`src/rtl/cmd_parser_pkg.sv`:
```
// Shared constants and FSM state type for the UART command parser.
package cmd_parser_pkg;

   localparam int OPC_W    = 8;
   localparam int ARG_W    = 32;
   localparam int LONG_BIT = 7;

   typedef enum logic {
      IDLE = 1'b0,
      ARG  = 1'b1
   } state_t;

endpackage

```
`src/rtl/cmd_parser.sv`:
```
// Assembles UART bytes into short (1-byte) or long (opcode + 4-byte LSB-first) commands.
// Optional inter-byte timeout for long commands: define CMD_PARSER_TIMEOUT_EN.
module cmd_parser
   import cmd_parser_pkg::*;
#(
   parameter int TIMEOUT_CYC = 100000
) (
   input  logic             clk_i,
   input  logic             rst_in,
   input  logic             rx_stb_i,
   input  logic [OPC_W-1:0] rx_dat_i,
   output logic             stb_o,
   output logic [OPC_W-1:0] opc_o,
   output logic [ARG_W-1:0] cmd_o,
   output logic             busy_o,
   output logic             err_o
);

   generate
      if (TIMEOUT_CYC < 2) begin : g_bad_timeout
         $error("cmd_parser: TIMEOUT_CYC must be at least 2");
      end
   endgenerate

   state_t     state;
   logic [1:0] idx;

`ifdef CMD_PARSER_TIMEOUT_EN
   localparam int CNT_W = $clog2(TIMEOUT_CYC);
   localparam logic [CNT_W-1:0] CNT_LAST = CNT_W'(TIMEOUT_CYC - 1);

   logic [CNT_W-1:0] cnt;
`else
   assign err_o = 1'b0;
`endif

   assign busy_o = (state == ARG);

   always_ff @(posedge clk_i or negedge rst_in) begin
      if (!rst_in) begin
         state <= IDLE;
         idx   <= 2'd0;
         stb_o <= 1'b0;
         opc_o <= '0;
         cmd_o <= '0;
`ifdef CMD_PARSER_TIMEOUT_EN
         cnt   <= '0;
         err_o <= 1'b0;
`endif
      end else begin
         stb_o <= 1'b0;
`ifdef CMD_PARSER_TIMEOUT_EN
         err_o <= 1'b0;
         cnt   <= '0;
`endif
         case (state)
            IDLE: begin
               if (rx_stb_i) begin
                  opc_o <= rx_dat_i;
                  idx   <= 2'd0;
                  if (rx_dat_i[LONG_BIT]) begin
                     state <= ARG;
                  end else begin
                     cmd_o <= '0;
                     stb_o <= 1'b1;
                  end
               end
            end
            ARG: begin
               // An arriving byte always takes priority over a timeout in the same cycle.
               if (rx_stb_i) begin
                  cmd_o[{idx, 3'b000} +: 8] <= rx_dat_i;
                  idx <= idx + 2'd1;
                  if (idx == 2'd3) begin
                     stb_o <= 1'b1;
                     state <= IDLE;
                  end
               end
`ifdef CMD_PARSER_TIMEOUT_EN
               else if (cnt == CNT_LAST) begin
                  err_o <= 1'b1;
                  state <= IDLE;
               end else begin
                  cnt <= cnt + CNT_W'(1);
               end
`endif
            end
            default: state <= IDLE;
         endcase
      end
   end

endmodule

```
`config.mk`:
```
export PLATFORM = sky130hd
export DESIGN_NAME = cmd_parser
export DESIGN_NICKNAME = d
export VERILOG_FILES = /design/src/rtl/cmd_parser_pkg.sv /design/src/rtl/cmd_parser.sv
export SDC_FILE = /design/constraint.sdc
export NUM_CORES = 1
export LEC_CHECK = 0
export ABC_AREA = 1
export BUFFER_PORTS_ARGS = -buffer_cell sky130_fd_sc_hd__buf_2
export CAP_MARGIN = 20
export CORE_ASPECT_RATIO = 1.2
export CORE_MARGIN = 1
export CORE_UTILIZATION = 39
export DETAILED_ROUTE_END_ITERATION = 16
export GPL_ROUTABILITY_DRIVEN = 0
export SYNTH_ARGS = -nofsm -noshare
export SYNTH_HDL_FRONTEND = slang
export SYNTH_SLANG_ARGS = --single-unit
```
`constraint.sdc`:
```
create_clock -name clk_i -period 2.9 [get_ports clk_i]
set_input_delay 0.435 -clock clk_i [delete_from_list [all_inputs] [get_ports clk_i]]
set_output_delay 0.435 -clock clk_i [all_outputs]
set_load 0.005 [all_outputs]
```
==> impl_results.md <==
- Critical Path Source Type: register
- Placeable Area: 5261 sq um
- Reg2Reg Depth: 7
- H-Tree Depth: 2
- Crit path capture type: register
- Status: completed
- Main combinational cell family by area after synthesis: simple AND/OR/NAND/NOR gates
- Critical path type: register to register
- Worst hold path type: input port to register
- Clock Path Buffers: 2
- Area share of xor/xnor cells in the synthesized design: 0
- Hold worst-path end: opc_o[4]
- Drc violations: 0
- Final wirelength: between 4000 and 5000 um
- Max-cap viol count: 0
- Worst hold path depth: 3
- Post-route setup TNS: 0 ns
- Footprint of the multi-input gates: just over 900 sq um
- WL/cell: between 10 and 15 um
- Leakage: 1.510 nW
- Slack of the worst reg-to-reg path: between 1 and 1.5 ns
- RSZ-0062 raised after global routing: false
- Synthesized Nets: approximately 290
- Synth Area in Simple Gates: 0.3788
- Total CTS buffers: 5
- Worst-path fanout max: 12
- Root Driver: clkbuf_8
- Register clock-pin slew on the reported worst setup and hold paths: ~0.08 ns
- Crit-path cells: inv_1 > ha_1 > inv_1 > nand3_1 > nor2_1 > nand2_1 > nand2_1
- Internal Dissipation: approximately 0.0014 W
- First-pass GRT wire length: about 8000 um
- Slew Limit Fails: 0
- CTS resizes: 0
- Syn Area/Cell: 7.643 sq um
- Worst path arrival time: 2.04 ns
- Worst Skew: between 0.007 and 0.008 ns
- GRT Overall Usage: 0.1803
- Cell row count: 29
- Peak Freq: 554.9 MHz
- Multiplexer area fraction after synthesis: 0
- Vias per cell: 4.585
- Number of synthesized register bits: 44
- Sequential Power Share: 0.390
- Post-synth top area cell: dfrtp_1
- Fillers: roughly 550
- Final setup fails: 0
- DR iter-0 viols: about 120
- Largest net degree at the start of global routing: 45
- Die height: 82.71 um
- Cell Pwr Density: roughly 900 nW/um^2
- CTS sink count: 44
- Top Ports: 54
- Seq. cell area: around 1100 sq um
- Min cycle time layout: 1.802 ns
- Synthesized instance count: approximately 280
- Final hold viol count: 0
- Crit path required time: between 3 and 4 ns
- First-pass DRT Iterations: 4
- Synthesized cell area: between 2000 and 2500 sq um
- Total number of vias: about 1.8k
- Critical path launch point: idx[0]
- Antenna viol nets, final: 0
- Share of cells above drive strength 1: 0.2282
- Post-synthesis adder-cell area fraction: 0.02955
- Total congestion overflow: 0
- Slowest CP cell: dfrtp_1
- Sequential fraction of the synthesis area: 0.5201
- Yosys top cell area share: 0.5201
- Post-synth cell types: 19
- Sw Ratio: 0.4095
- Port bufs: 52
- Nets@finish: around 350
- Vias in the first global route: 1,695
- DIE AREA: between 5000 and 6000 sq um
- Initial core utilization: 0.4024
- Reg2Reg Launch Point: idx[0]
- Clock network power share: 0.198
- Top cells by area, synth: dfrtp_1 (52%), nand2_1 (24%), nor2_1 (5.9%)
- Final period utilization: 0.6215
- Initial antenna violation count: 0
- Clk Latency, worst-skew pair: 0.29 ns
- VDD IR max: 0.3835 mV
- Worst path max stage delay: between 0.5 and 0.6 ns
- Logic gate share of total power: 0.413
- # hold bufs at CTS: 0
- Die width: just under 70 um
- Hold slack final: between 0.4 and 0.5 ns
- Hold wc startpoint: rx_dat_i[4]
- Final HPWL DP: between 3000 and 4000 um
- P_sw: ~0.00095 W
- YS warnings: 0
- ANT cells: 0
- Area delta synth->final: 20.74%
- Synth Area in Compound Gates: 0.01950
- Capture point of the worst reg-to-reg path: cmd_o[4]
- CTS tree: done
- Post-CTS Setup Bufs: 0
synth_stat cells:
cell,n
inv_4,1
o21ai_0,3
nor2_2,3
buf_4,3
clkbuf_1,1
buf_2,2
dfrtp_1,44
nand2_2,5
nand3_1,13
a21oi_2,1
conb_1,1
o211ai_1,1
ha_1,5
nand2_1,138
inv_2,2
inv_1,15
nor2_4,4
o21ai_1,2
nor2_1,33
layout make-up:
class,instances,share of cell area
clock buffers,6,0.02839
clock inverters,2,0.01371
inverters,18,0.02741
multi-input cells,209,0.3558
flip-flops and latches,44,0.4307
well taps,62,0.03035
repair buffers,54,0.1136
sequential cells by signal, summed over array words and instances (netlist names):
| signal | flops |
|---|---|
| busy_o | 1 |
| idx | 2 |
| stb_o | 1 |
| cmd_o | 32 |
| opc_o | 8 |
cell families after synthesis:
logic type	after synthesis
buffers and inverters	24
flip-flops	44
other	1
AND/OR/NAND/NOR	196
adder cells (fa/ha/maj)	5
AO/OA/AOI/OAI	7
critical path: cells and delay by family (launching register included):
kind,cells,cell delay (ns)
simple gates,4,0.55
flops,1,0.54
fa+ha+maj,1,0.37
buf+inv,2,0.28
power groups by stage:
stage | clock [W] | combinational (W) | sequential (W)
2_1_floorplan | 0 | 0.000676 | 0.000889
3_3_place_gp | 0 | 0.000944 | 0.000912
3_5_place_dp | 0 | 0.000953 | 0.000913
4_1_cts | 0.000478 | 0.000960 | 0.000902
5_1_grt | 0.000494 | 0.00110 | 0.000926
6_report | 0.000456 | 0.000953 | 0.000899
cells in the final DEF, fill, tap and decap left out, drive strengths merged:
| cell type | count |
|---|---|
| inv | 18 |
| nand3 | 13 |
| dlygate4sd3 | 1 |
| clkinv | 1 |
| o211ai | 1 |
| buf | 53 |
| ha | 5 |
| clkbuf | 6 |
| conb | 1 |
| o21ai | 5 |
| dfrtp | 44 |
| nor2 | 40 |
| bufinv | 1 |
| nand2 | 143 |
| a21oi | 1 |
through the flow:
stage	worst slack, ns	cells	util	instance area [sq um]	power [W]
floorplan	1.341	277	-	2117	0.001565
global placement	1.163	385	0.4597	2419	0.001857
detailed placement	1.137	385	0.4597	2419	0.001866
CTS	1.106	393	0.4801	2526	0.002340
global route	0.8410	395	0.4859	2556	0.002521
finish	1.098	395	0.4859	2556	0.002308
worst max-delay path by stage:
stage | end | slack (ns)
global placement | cmd_o[1] | 1.16
CTS | cmd_o[7] | 1.11
finish | cmd_o[4] | 1.10
detailed placement | cmd_o[7] | 1.14
floorplan | cmd_o[0] | 1.34
global route | cmd_o[3] | 0.84
metal layers:
| layer | track usage | up-vias | wire length, um |
|---|---|---|---|
| li1 | - | 943 | - |
| met1 | 0.2419 | 803 | 2246 |
| met2 | 0.2903 | 57 | 2218 |
| met3 | 0.03641 | 8 | 292 |
| met4 | 0.06735 | 0 | 83 |
| met5 | 0 | - | 0 |
No activity file was read; power rests on OpenSTA's default activity.
